===== src/rtl/fetch_pkg.sv =====
// Shared fetch types: word geometry and the {inst, pc} entry handed to decode.
package fetch_pkg;

    localparam int XLEN       = 32;
    localparam int INST_BYTES = 4;

    typedef struct packed {
        logic [XLEN-1:0] inst;
        logic [XLEN-1:0] pc;
    } fetch_entry_t;

    function automatic logic [XLEN-1:0] align_pc(input logic [XLEN-1:0] addr);
        return addr & {{(XLEN-2){1'b1}}, 2'b00};
    endfunction

endpackage


===== src/rtl/fetch_queue_fifo.sv =====
// DEPTH-entry synchronous FIFO of fetch entries with clear; head is read from registered storage.
module fetch_queue_fifo
    import fetch_pkg::*;
#(
    parameter int DEPTH = 4
) (
    input  logic                       clk,
    input  logic                       rst,
    input  logic                       clear,
    input  logic                       push,
    input  fetch_entry_t               push_entry,
    input  logic                       pop,
    output fetch_entry_t               head_entry,
    output logic [$clog2(DEPTH):0]     count
);

    localparam int PW = $clog2(DEPTH);
    localparam int CW = PW + 1;

    fetch_entry_t       mem_q [DEPTH];
    fetch_entry_t       mem_d [DEPTH];
    logic [PW-1:0]      wr_ptr_q, wr_ptr_d;
    logic [PW-1:0]      rd_ptr_q, rd_ptr_d;
    logic [CW-1:0]      count_q, count_d;

    assign head_entry = mem_q[rd_ptr_q];
    assign count      = count_q;

    // Next-state for storage, pointers and occupancy; clear wins over push/pop.
    always_comb begin
        mem_d    = mem_q;
        wr_ptr_d = wr_ptr_q;
        rd_ptr_d = rd_ptr_q;
        count_d  = count_q;
        if (clear) begin
            wr_ptr_d = {PW{1'b0}};
            rd_ptr_d = {PW{1'b0}};
            count_d  = {CW{1'b0}};
        end else begin
            if (push) begin
                mem_d[wr_ptr_q] = push_entry;
                wr_ptr_d        = wr_ptr_q + PW'(1);
            end else begin
                wr_ptr_d = wr_ptr_q;
            end
            if (pop) begin
                rd_ptr_d = rd_ptr_q + PW'(1);
            end else begin
                rd_ptr_d = rd_ptr_q;
            end
            case ({push, pop})
                2'b10:   count_d = count_q + CW'(1);
                2'b01:   count_d = count_q - CW'(1);
                default: count_d = count_q;
            endcase
        end
    end

    // Control state with synchronous active-low reset.
    always_ff @(posedge clk) begin
        if (!rst) begin
            wr_ptr_q <= {PW{1'b0}};
            rd_ptr_q <= {PW{1'b0}};
            count_q  <= {CW{1'b0}};
        end else begin
            wr_ptr_q <= wr_ptr_d;
            rd_ptr_q <= rd_ptr_d;
            count_q  <= count_d;
        end
    end

    // Entry storage; contents are only meaningful behind the pointers, so no reset.
    always_ff @(posedge clk) begin
        mem_q <= mem_d;
    end

endmodule


===== src/rtl/fetch_queue.sv =====
// Instruction prefetch queue: credit-limited sequential fetch, in-order buffering, redirect flush.
// Optional FETCH_QUEUE_BYPASS_EN forwards a response straight to decode when the queue is empty.
module fetch_queue
    import fetch_pkg::*;
#(
    parameter int              DEPTH    = 4,
    parameter logic [XLEN-1:0] RESET_PC = 32'h0000_0000
) (
    input  logic            clk,
    input  logic            rst,
    input  logic            redirect_valid,
    input  logic [XLEN-1:0] redirect_pc,
    output logic            imem_req_valid,
    input  logic            imem_req_ready,
    output logic [XLEN-1:0] imem_req_addr,
    input  logic            imem_rsp_valid,
    input  logic [XLEN-1:0] imem_rsp_data,
    output logic            dec_valid,
    input  logic            dec_ready,
    output logic [XLEN-1:0] dec_inst,
    output logic [XLEN-1:0] dec_pc
);

    localparam int              CW      = $clog2(DEPTH) + 1;
    localparam logic [CW:0]     DEPTH_C = (CW+1)'(DEPTH);
    localparam logic [XLEN-1:0] STEP_C  = XLEN'(INST_BYTES);

    logic [XLEN-1:0] fetch_pc_q, fetch_pc_d;
    logic [XLEN-1:0] rsp_pc_q, rsp_pc_d;
    logic [CW-1:0]   outstanding_q, outstanding_d;
    logic [CW-1:0]   discard_q, discard_d;

    logic [CW-1:0]   fifo_count_s;
    fetch_entry_t    head_entry_s;
    fetch_entry_t    push_entry_s;
    logic            push_s, pop_s, bypass_s, rsp_keep_s, req_fire_s, credit_ok_s;
    logic [CW-1:0]   req_one_s, rsp_one_s;

    fetch_queue_fifo #(.DEPTH(DEPTH)) u_fifo (
        .clk        (clk),
        .rst        (rst),
        .clear      (redirect_valid),
        .push       (push_s),
        .push_entry (push_entry_s),
        .pop        (pop_s),
        .head_entry (head_entry_s),
        .count      (fifo_count_s)
    );

    // Handshakes, FIFO control and decode-side outputs.
    always_comb begin
        // Queued plus in-flight words never exceed DEPTH, so a response always has a slot.
        credit_ok_s    = ({1'b0, fifo_count_s} + {1'b0, outstanding_q}) < DEPTH_C;
        imem_req_valid = rst & ~redirect_valid & credit_ok_s;
        imem_req_addr  = fetch_pc_q;
        req_fire_s     = imem_req_valid & imem_req_ready;
        req_one_s      = {{(CW-1){1'b0}}, req_fire_s};
        rsp_one_s      = {{(CW-1){1'b0}}, imem_rsp_valid};
        rsp_keep_s     = rst & imem_rsp_valid & ~redirect_valid & (discard_q == {CW{1'b0}});
        push_entry_s   = '{inst: imem_rsp_data, pc: rsp_pc_q};
`ifdef FETCH_QUEUE_BYPASS_EN
        bypass_s  = rsp_keep_s & (fifo_count_s == {CW{1'b0}});
        dec_valid = rst & ~redirect_valid & ((fifo_count_s != {CW{1'b0}}) | bypass_s);
        if (bypass_s) begin
            dec_inst = imem_rsp_data;
            dec_pc   = rsp_pc_q;
        end else begin
            dec_inst = head_entry_s.inst;
            dec_pc   = head_entry_s.pc;
        end
`else
        bypass_s  = 1'b0;
        dec_valid = rst & ~redirect_valid & (fifo_count_s != {CW{1'b0}});
        dec_inst  = head_entry_s.inst;
        dec_pc    = head_entry_s.pc;
`endif
        pop_s  = dec_valid & dec_ready & ~bypass_s;
        push_s = rsp_keep_s & ~(bypass_s & dec_ready);
    end

    // PC, credit and discard bookkeeping.
    always_comb begin
        fetch_pc_d    = fetch_pc_q;
        rsp_pc_d      = rsp_pc_q;
        outstanding_d = outstanding_q;
        discard_d     = discard_q;
        if (redirect_valid) begin
            // Everything still in flight, minus a beat landing now, belongs to the old path.
            fetch_pc_d    = align_pc(redirect_pc);
            rsp_pc_d      = align_pc(redirect_pc);
            outstanding_d = outstanding_q - rsp_one_s;
            discard_d     = outstanding_q - rsp_one_s;
        end else begin
            outstanding_d = outstanding_q + req_one_s - rsp_one_s;
            if (req_fire_s) begin
                fetch_pc_d = fetch_pc_q + STEP_C;
            end else begin
                fetch_pc_d = fetch_pc_q;
            end
            if (imem_rsp_valid && (discard_q != {CW{1'b0}})) begin
                discard_d = discard_q - CW'(1);
            end else if (imem_rsp_valid) begin
                rsp_pc_d = rsp_pc_q + STEP_C;
            end else begin
                rsp_pc_d = rsp_pc_q;
            end
        end
    end

    // State registers with synchronous active-low reset.
    always_ff @(posedge clk) begin
        if (!rst) begin
            fetch_pc_q    <= RESET_PC;
            rsp_pc_q      <= RESET_PC;
            outstanding_q <= {CW{1'b0}};
            discard_q     <= {CW{1'b0}};
        end else begin
            fetch_pc_q    <= fetch_pc_d;
            rsp_pc_q      <= rsp_pc_d;
            outstanding_q <= outstanding_d;
            discard_q     <= discard_d;
        end
    end

endmodule


===== config.mk =====
export PLATFORM = sky130hd
export DESIGN_NAME = fetch_queue
export DESIGN_NICKNAME = d
export VERILOG_FILES = /design/src/rtl/fetch_pkg.sv /design/src/rtl/fetch_queue_fifo.sv /design/src/rtl/fetch_queue.sv
export SDC_FILE = /design/constraint.sdc
export NUM_CORES = 1
export LEC_CHECK = 0
export ABC_AREA = 1
export BUFFER_PORTS_ARGS = -buffer_cell sky130_fd_sc_hd__clkbuf_2
export CAP_MARGIN = 20
export CORE_ASPECT_RATIO = 0.5
export CORE_MARGIN = 2
export CORE_UTILIZATION = 50
export CTS_BUF_LIST = sky130_fd_sc_hd__clkbuf_16
export DETAILED_ROUTE_END_ITERATION = 8
export GPL_TIMING_DRIVEN = 0
export PLACE_DENSITY_LB_ADDON = 0.3
export SYNTH_ARGS = -nofsm -noshare
export SYNTH_HDL_FRONTEND = slang
export SYNTH_HIERARCHICAL = 1
export SYNTH_SLANG_ARGS = --single-unit

===== constraint.sdc =====
create_clock -name clk -period 8.1 [get_ports clk]
set_clock_uncertainty 0.2 [all_clocks]
set_input_delay 0.405 -clock clk [delete_from_list [all_inputs] [get_ports clk]]
set_output_delay 0.405 -clock clk [all_outputs]
set_load 0.02 [all_outputs]

# == Yosys cells after proc, flatten, opt, wreduce, memory -nomap -nowiden ==
# Index checks and enable logic that the tools add are counted.
# classes
n_eq_ne,3
n_addsub,11
n_bitwise,13
reduce_logical,13
magnitude_cmp,4
mux,15
# op_table
cell,count
256-bit bitwise mux,1
64-bit two-way mux,3
32-bit two-way mux,5
64-bit binary-select mux with 2-bit select,1
64-bit demux with 2-bit select,1
32-bit by 3-bit adder with 32-bit output (second input constant),2
3-bit two-way mux,3
1-bit bitwise AND,8
2-bit nonzero test,4
3-bit greater-or-equal comparator (second input constant),2
2-bit inverter with 3-bit output,2
3-bit case mux with 2 select lines,1
2-bit AND reduction,3
3-bit nonzero test,2
3-bit by 1-bit subtractor with 3-bit output,2
3-bit by 1-bit subtractor with 3-bit output (second input constant),2
2-bit by 1-bit adder with 2-bit output (second input constant),2
3-bit by 3-bit adder with 4-bit output,1
4-bit by 3-bit < comparator with 1-bit output (second input constant),1
3-bit by 1-bit adder with 3-bit output,1
3-bit by 1-bit adder with 3-bit output (second input constant),1
3-bit logical NOT,1
3-bit by 1-bit < comparator with 1-bit output (second input constant),1
1-bit inverter,3
5 further kinds,6
# totals
out_inout_bits,98
inputBits,70
regBits,333
wordCells,76

# == Longest topological paths before layout ==
# Gate-level depths: netlist of the first run.
# logic_depth
depth_word,7
ltp_mapped,14
ltp_nobuf,14

# == Modules after synthesis ==
# The synthesis of the first run kept the hierarchy.
# by_module_without_submodules
mod,cells_each,seq_area_each_um2,n_inst,area_each_um2
fetch_queue_fifo,676,7827.5,1,9998.3
fetch_queue,757,1321.3,1,4560.6

# == Worst setup path before layout of the first run ==
# No wires, ideal clock.
# synth_path
path_kind,input to register
from,input redirect_valid
to,"register u_fifo/mem_q[0] (netlist name), enable pin"
path_stages,6
setup_slack_ns,3.614
required_ns,7.414
arrival_ns,3.800
cell_sequence,buf_6 -> nor2_8 -> inv_1 -> nor2_1 -> nand2_1 -> nor2_1
# synth_via
elab_chain_len,4
# synth_lines
item,line,rtl
from (decl),fetch_queue.sv:11,"input logic redirect_valid,"
1-bit inverter (no line),-,
1-bit bitwise AND (2 in series),fetch_queue.sv:59,rsp_keep_s = rst & imem_rsp_valid & ~redirect_valid & (discard_q == {CW{1'b0}});
via push_s,fetch_queue.sv:36,"logic push_s, pop_s, bypass_s, rsp_keep_s, req_fire_s, credit_ok_s;"
2-bit AND reduction (no line),-,
to (signal assigned),fetch_queue_fifo.sv:74,mem_q <= mem_d;
to (decl),fetch_queue_fifo.sv:20,fetch_entry_t mem_q [DEPTH];
# The timed path passes the listed nets, and every way through them passes these cells.
# A chain may end at the register's enable or synchronous reset.

# == Worst setup path in the final report of the first run ==
# layout_path
from,register discard_q[0]
to,"register u_fifo/mem_q[238] (netlist name), enable pin"
# layout_via
elab_chain_len,3
# layout_lines
item,line,rtl
from (decl),fetch_queue.sv:31,"logic [CW-1:0] discard_q, discard_d;"
from (signal assigned),fetch_queue.sv:116,discard_q <= {CW{1'b0}};
from (signal assigned),fetch_queue.sv:121,discard_q <= discard_d;
3-bit logical NOT,fetch_queue.sv:59,
1-bit bitwise AND,fetch_queue.sv:59,
via push_s,fetch_queue.sv:36,
2-bit AND reduction (no line),-,
# The timed path passes the listed nets, and every way through them passes these cells.

==> results.sh, run 1 <==
export IMPL_port_buffer_count=163
export IMPL_layout_nets=1785
export IMPL_ys_ff_latch=329
export IMPL_tns_ns=0
export IMPL_cp_max_fo=25
export IMPL_reg2reg_depth=7
export IMPL_hold_violations=0
export IMPL_setup_viol=0
export IMPL_start_util_pct=50.6
export IMPL_antenna_left=0
export IMPL_clkPwrFrac_pct=41.4
export IMPL_synthTopCellsByArea="edfxtp_1, dfxtp_1, nand2_1"
export IMPL_slew_headroom_pct=38.0
export IMPL_sequentialPowerShare_pct=51.9
export IMPL_post_route_cells_drive_above_1_share_pct=18.2
export IMPL_clk_latency_ns=0.58
export IMPL_instances_no_fill=2112
export IMPL_clock_fmax_mhz=297
export IMPL_grt_max_degree=29
export IMPL_cts_clk_slew_worst_paths_ns=0.07
export IMPL_h_tree_depth=1
export IMPL_worst_setup_path_type="flop to flop"
export IMPL_place_gp_congestion=0.892
export IMPL_power_density_nw_per_um2=207
export IMPL_syn_to_final_growth_pct=21.6
export IMPL_antenna_found_initial=0
export IMPL_dominantRegCellSynth="edfxtp_1"
export IMPL_gr_total_overflow=0
export IMPL_p_sw_share_pct=22.8
export IMPL_via_per_inst=5.51
export IMPL_syn_inst=1433
export IMPL_num_antenna_cells=0
export IMPL_cp_arrival_ns=3.43
export IMPL_power_uw=3670
export IMPL_wl_per_cell_um=18.5
export IMPL_ioPinCount=168
export IMPL_rsz0062_at_grt="false"
export IMPL_fillers=2265
export IMPL_dp_cells=2004
export IMPL_final_common_cell="edfxtp_1"
export IMPL_dpl_hpwl_um=26800
export IMPL_avgSynthCellArea_um2=10.2
export IMPL_die_area_um2=30600
export IMPL_synth_top_area_cell="edfxtp_1"
export IMPL_synth_edf_count=256
export IMPL_grt_first_pass_wirelength_um=60300
export IMPL_clk_path_buf_depth=3
export IMPL_cts_tree="yes"
export IMPL_outcome="finished, final reports clean"
export IMPL_async_flop_share_pct=0
export IMPL_power_internal_uw=2830
export IMPL_period_share_pct=41.5
export IMPL_ir_drop_mv=0.193
export IMPL_rows=44
export IMPL_ys_warn_count=6
export IMPL_endpoint_kind="flop"
export IMPL_ys_seq_area_share_pct=62.8
export IMPL_cts_setup_buffers=0
export IMPL_drt_initial_drc_count=992
export IMPL_p_leak_uw=0.00679
export IMPL_root_buffer="clkbuf_16"
export IMPL_grt_pass1_vias=11400
export IMPL_route_detailed_drc=0
export IMPL_grt_usage_pct=25.3
export IMPL_tightest_slew_ns=0.928
export IMPL_cts_buffers=29
export IMPL_synth_area_um2=14600
export IMPL_p_switching_uw=837
export IMPL_vias=11600
export IMPL_ys_types=41
export IMPL_cp_data_required_time_ns=8.17
export IMPL_fin_util_pct=61.5
export IMPL_hold_depth=5
export IMPL_dr_pass1_iters=5
export IMPL_hp_class="input pin to flop"
export IMPL_cap_viol_max_count=0
export IMPL_start_kind="flop"
export IMPL_core_area_um2=28800
export IMPL_die_w_um=245
export IMPL_comb_power_share_pct=6.7
export IMPL_yosysTopAreaCellShare_pct=52.8
export IMPL_totalWireLength_um=39100
export IMPL_slew_violations=0
export IMPL_cts_sinks=329
export IMPL_final_cell_mix="edfxtp_1, nand2_1, nor2_1"
export IMPL_min_period_ns=3.36
export IMPL_die_h_um=125
-- power groups by stage --
stage / Combinational [uW] / Clock (uW) / Sequential [uW]
floorplan: 125 / 0 / 1930
global placement: 211 / 0 / 1940
detailed placement: 220 / 0 / 1940
CTS: 243 / 1540 / 1900
global route: 269 / 1610 / 1910
finish: 245 / 1520 / 1900
-- registers in the layout, indices dropped and copies added, names as in the netlist --
signal,count
discard_q,3
imem_req_addr,30
outstanding_q,3
rsp_pc_q,30
u_fifo/count,3
u_fifo/mem_q,256
u_fifo/rd_ptr_q,2
u_fifo/wr_ptr_q,2
-- Yosys cell counts (9+ instances only) --
library cell and number:
edfxtp_1 256, nand2_1 248, nor2_1 214, o21ai_0 109, inv_1 107, nand3_1 78, dfxtp_1 73, o22ai_1 67
a21oi_1 55, o21ai_1 34, o21ai_2 26, clkbuf_1 23, buf_6 17, buf_2 15, ha_1 15, nor2_2 12
xor2_1 10, a31oi_1 9
-- path summary, 6_finish.rpt --
check             slack (ns)                      start                           to
hold / removal          0.03            redirect_pc[17]    rsp_pc_q[17]$_SDFFE_PN0P_
setup reg to reg        4.74  discard_q[0]$_SDFFE_PN0P_  u_fifo/mem_q[238]$_DFFE_PP_
hold reg to reg         0.31  discard_q[2]$_SDFFE_PN0P_    discard_q[2]$_SDFFE_PN0P_
setup / recovery        4.74  discard_q[0]$_SDFFE_PN0P_  u_fifo/mem_q[238]$_DFFE_PP_
-- worst max-delay path, stage by stage (launching register included) --
cell	delay, ns
dfxtp_1	0.31
inv_1	0.10
ha_1	0.18
nand3_1	0.32
nor2_1	0.51
nand2_1	0.34
nor2_4	0.79
buf_12	0.28
-- what timing repair did --
item | in CTS | in global routing
hold endpoints to repair | 160 | 0
hold buffers | 54 | 0
gates resized for setup | 0 | 0
-- stage by stage --
step | instance area (um^2) | worst slack [ns] | hold slack [ns]
finish | 17700 | 4.74 | 0.0329
global route | 17700 | 4.63 | 0.0370
floorplan | 14600 | 3.61 | 0.267
detailed placement | 16100 | 4.72 | 0.309
global placement | 15900 | 1.04 | 0.281
CTS | 17700 | 4.70 | 0.00766
-- metal layers --
layer	routed length [um]	vias to the layer above	track usage, %
li1	-	5491	-
met3	2700	94	3.84
met4	1230	0	8.64
met5	0	-	0
met2	18800	499	42.9
met1	16300	5561	33.3
-- layout make-up --
class | instances | area [um^2] | area share (%)
buffer | 63 | 409 | 2.31
clock buffer | 29 | 726 | 4.10
clock inverter | 25 | 328 | 1.85
inverter | 112 | 425 | 2.40
multi-input combinational | 938 | 4640 | 26.2
sequential | 329 | 9150 | 51.7
tap | 391 | 489 | 2.76
timing repair buffer | 225 | 1540 | 8.69
-- cells by family after synthesis --
family          count (synthesis)  share of synthesized area, %
compound gates                307                          12.0
fa+ha+maj                      17                          1.56
buf+inv                       175                          5.73
other cells                     1                        0.0258
flops                         329                          62.8
simple gates                  589                          16.9
xor+xnor                       15                         0.902
Note: power is estimated with default switching activity, not from simulation.
==> run 2: changes to the inputs <==
--- a/config.mk
+++ b/config.mk
@@ -5,7 +5,7 @@
 export SDC_FILE = /design/constraint.sdc
 export NUM_CORES = 1
 export LEC_CHECK = 0
-export ABC_AREA = 1
+export ABC_AREA = 0
 export BUFFER_PORTS_ARGS = -buffer_cell sky130_fd_sc_hd__clkbuf_2
 export CAP_MARGIN = 20
 export CORE_ASPECT_RATIO = 0.5
==> constraint.sdc (replaced) <==
create_clock -name clk -period 3.3 [get_ports clk]
set_clock_uncertainty 0.2 [all_clocks]
set_input_delay 0.165 -clock clk [delete_from_list [all_inputs] [get_ports clk]]
set_output_delay 0.165 -clock clk [all_outputs]
set_load 0.02 [all_outputs]
==> run 2 against run 1 <==
Worst setup slack got worse by 4.5 ns. Via count is 28% lower. Cell count is 30% lower. Area after synthesis is 7.8% lower. Largest power group unchanged. Die area is 7.6% lower. Largest cell class unchanged.
==> results.sh, run 2 <==
export IMPL_cp_max_fo=18
export IMPL_grt_first_pass_wirelength_um=46200
export IMPL_route_detailed_drc=0
export IMPL_setup_viol=0
export IMPL_die_area_um2=28300
export IMPL_layout_nets=1201
export IMPL_comb_power_share_pct=6.3
export IMPL_gr_total_overflow=0
export IMPL_antenna_left=0
export IMPL_cts_tree="yes"
export IMPL_synth_top_area_cell="edfxtp_1"
export IMPL_slew_headroom_pct=53.0
export IMPL_tightest_slew_ns=0.702
export IMPL_start_kind="flop"
export IMPL_power_internal_uw=6530
export IMPL_dpl_hpwl_um=20100
export IMPL_ioPinCount=168
export IMPL_wl_per_cell_um=20.0
export IMPL_rsz0062_at_grt="false"
export IMPL_grt_max_degree=41
export IMPL_ir_drop_mv=0.370
export IMPL_synth_edf_count=256
export IMPL_die_w_um=236
export IMPL_synth_most_common_cell="edfxtp_1"
export IMPL_totalWireLength_um=29700
export IMPL_hold_violations=0
export IMPL_via_per_inst=5.61
export IMPL_final_common_cell="edfxtp_1"
export IMPL_synth_area_um2=13400
export IMPL_critPathMaxStageDelay_ns=0.41
export IMPL_fin_ws_ns=0.241
export IMPL_cts_sinks=329
export IMPL_sequentialPowerShare_pct=55.5
export IMPL_ys_types=59
export IMPL_place_area_um2=14800
export IMPL_syn_to_final_growth_pct=22.3
export IMPL_ys_seq_area_share_pct=68.1
export IMPL_design_area_um2=16400
export IMPL_path_cells="ha_1, nor3_1, and4_4, inv_2, ha_1, inv_1, ha_1, fa_1, xor2_1, o21ai_0, xnor2_1, nor2_1"
export IMPL_vias=8336
export IMPL_hp_class="input pin to flop"
export IMPL_clk_path_buf_depth=3
export IMPL_drt_initial_drc_count=666
export IMPL_clkPwrFrac_pct=38.3
export IMPL_regMostFlops="u_fifo/mem_q"
export IMPL_avgSynthCellArea_um2=16.0
export IMPL_final_cell_mix="edfxtp_1, clkbuf_2, dfxtp_1"
export IMPL_dr_pass1_iters=5
export IMPL_p_leak_uw=0.00577
export IMPL_cp_startpoint="u_fifo/count[2]$_SDFFE_PP0P_"
export IMPL_ys_warn_count=6
export IMPL_instances_no_fill=1486
export IMPL_cts_setup_buffers=0
export IMPL_cap_viol_max_count=0
export IMPL_ys_ff_latch=329
export IMPL_critPathMostFrequentCell="ha_1"
export IMPL_yosysTopAreaCellShare_pct=57.2
export IMPL_clk_latency_ns=0.55
export IMPL_p_sw_share_pct=22.1
export IMPL_async_flop_share_pct=0
export IMPL_cp_arrival_ns=3.29
export IMPL_die_h_um=120
export IMPL_outcome="finished, final reports clean"
export IMPL_num_antenna_cells=0
export IMPL_h_tree_depth=1
export IMPL_port_buffer_count=163
export IMPL_cts_buffers=29
export IMPL_worst_setup_path_type="flop to flop"
export IMPL_place_gp_congestion=0.950
export IMPL_synthTopCellsByArea="edfxtp_1, dfxtp_1, mux4_2"
export IMPL_p_switching_uw=1860
export IMPL_critPathSlowestCell="dfxtp_1"
export IMPL_post_route_cells_drive_above_1_share_pct=27.6
export IMPL_grt_pass1_vias=8224
export IMPL_slew_violations=0
export IMPL_synth_common_cells="edfxtp_1, dfxtp_1, mux4_2"
export IMPL_grt_usage_pct=21.1
export IMPL_period_share_pct=92.7
export IMPL_tns_ns=0
export IMPL_cp_data_required_time_ns=3.53
export IMPL_endpoint_kind="flop"
export IMPL_dp_cells=1367
export IMPL_hold_start="imem_req_ready"
export IMPL_r2r_start="u_fifo/count[2]$_SDFFE_PP0P_"
export IMPL_cts_clk_slew_worst_paths_ns=0.07
export IMPL_clock_fmax_mhz=327
export IMPL_start_util_pct=50.8
export IMPL_dominantRegCellSynth="edfxtp_1"
export IMPL_power_density_nw_per_um2=511
export IMPL_root_buffer="clkbuf_16"
export IMPL_fillers=1942
export IMPL_largest_reg_flops=256
export IMPL_holdWs_ns=0.128
export IMPL_min_period_ns=3.06
export IMPL_rows=42
export IMPL_syn_inst=839
export IMPL_antenna_found_initial=0
export IMPL_core_area_um2=26400
export IMPL_place_worst_setup_slack_ns=-0.0850
-- run 2: cell types whose count changed in the layout (fill, tap and decap cells not counted), moves of 23 or more --
cell and delta:
inv_1 -83, mux4_2 +64, nand2_1 -205, nand3_1 -61
nor2_1 -178, o21ai_0 -72, o21ai_1 -33, o21ai_2 -26
o22ai_1 -67, xnor2_1 +23
-- run 2: per-stage QoR --
stage / util, % / power, uW
2_1_floorplan: - / 4990
3_3_place_gp: 55.7 / 5170
3_5_place_dp: 56.1 / 5200
4_1_cts: 62.1 / 8460
5_1_grt: 62.1 / 8680
6_report: 62.1 / 8390
-- run 2: kinds of logic after synthesis --
logic type / Yosys count / share of synthesized area (%)
AO/OA/AOI/OAI: 134 / 5.75
buffers and inverters: 63 / 2.46
AND/OR/NAND/NOR: 179 / 7.72
XOR/XNOR: 46 / 3.00
adder cells (fa/ha/maj): 17 / 1.70
flip-flops: 329 / 68.1
other: 1 / 0.0279
multiplexers: 70 / 11.2
-- run 2: power groups by stage --
stage          Clock (uW)  Combinational [uW]  Sequential, uW
6_report             3210                 526            4650
5_1_grt              3440                 573            4660
4_1_cts              3290                 523            4650
3_5_place_dp            0                 454            4740
3_3_place_gp            0                 439            4730
2_1_floorplan           0                 253            4730
-- run 2: metal layers --
metal	track usage (%)	share of wire (%)	up-vias
met4	5.57	2.6	0
li1	-	-	3828
met2	35.7	48	265
met5	0	0	-
met3	3.47	5.5	59
met1	28.9	44	4184
-- run 2: path summary, 6_finish.rpt --
path	endpoint	slack [ns]	depth (start not counted)
worst min register to register	imem_req_addr[3]$_SDFFE_PN0P_	0.33	2
worst max register to register	outstanding_q[2]$_SDFF_PN0_	0.24	12
worst min-delay path	imem_req_addr[3]$_SDFFE_PN0P_	0.13	5
worst max-delay path	outstanding_q[2]$_SDFF_PN0_	0.24	12
-- run 2: critical path: cells and delay by family (launching register included) --
| family | cells | cell delay [ns] |
|---|---|---|
| fa+ha+maj | 4 | 1.12 |
| simple gates | 3 | 0.53 |
| flops | 1 | 0.41 |
| xor+xnor | 2 | 0.28 |
| buf+inv | 2 | 0.19 |
| compound gates | 1 | 0.19 |
-- run 2: timing repair --
item | in CTS | in global routing
pin swaps | 0 | 0
endpoints found under the setup margin | 1 | 1
hold endpoints to repair | 198 | 0
gates resized for setup | 1 | 1
hold buffers | 69 | 0
-- run 2: layout make-up --
| cell class | count | area [um^2] | share of cell area [%] |
|---|---|---|---|
| well taps | 352 | 440 | 2.68 |
| plain buffers | 38 | 236 | 1.44 |
| clock inverters | 22 | 163 | 0.991 |
| clock buffers | 29 | 726 | 4.42 |
| multi-input cells | 456 | 4000 | 24.3 |
| inverters | 24 | 90.1 | 0.549 |
| repair buffers | 236 | 1620 | 9.85 |
| flip-flops and latches | 329 | 9150 | 55.7 |
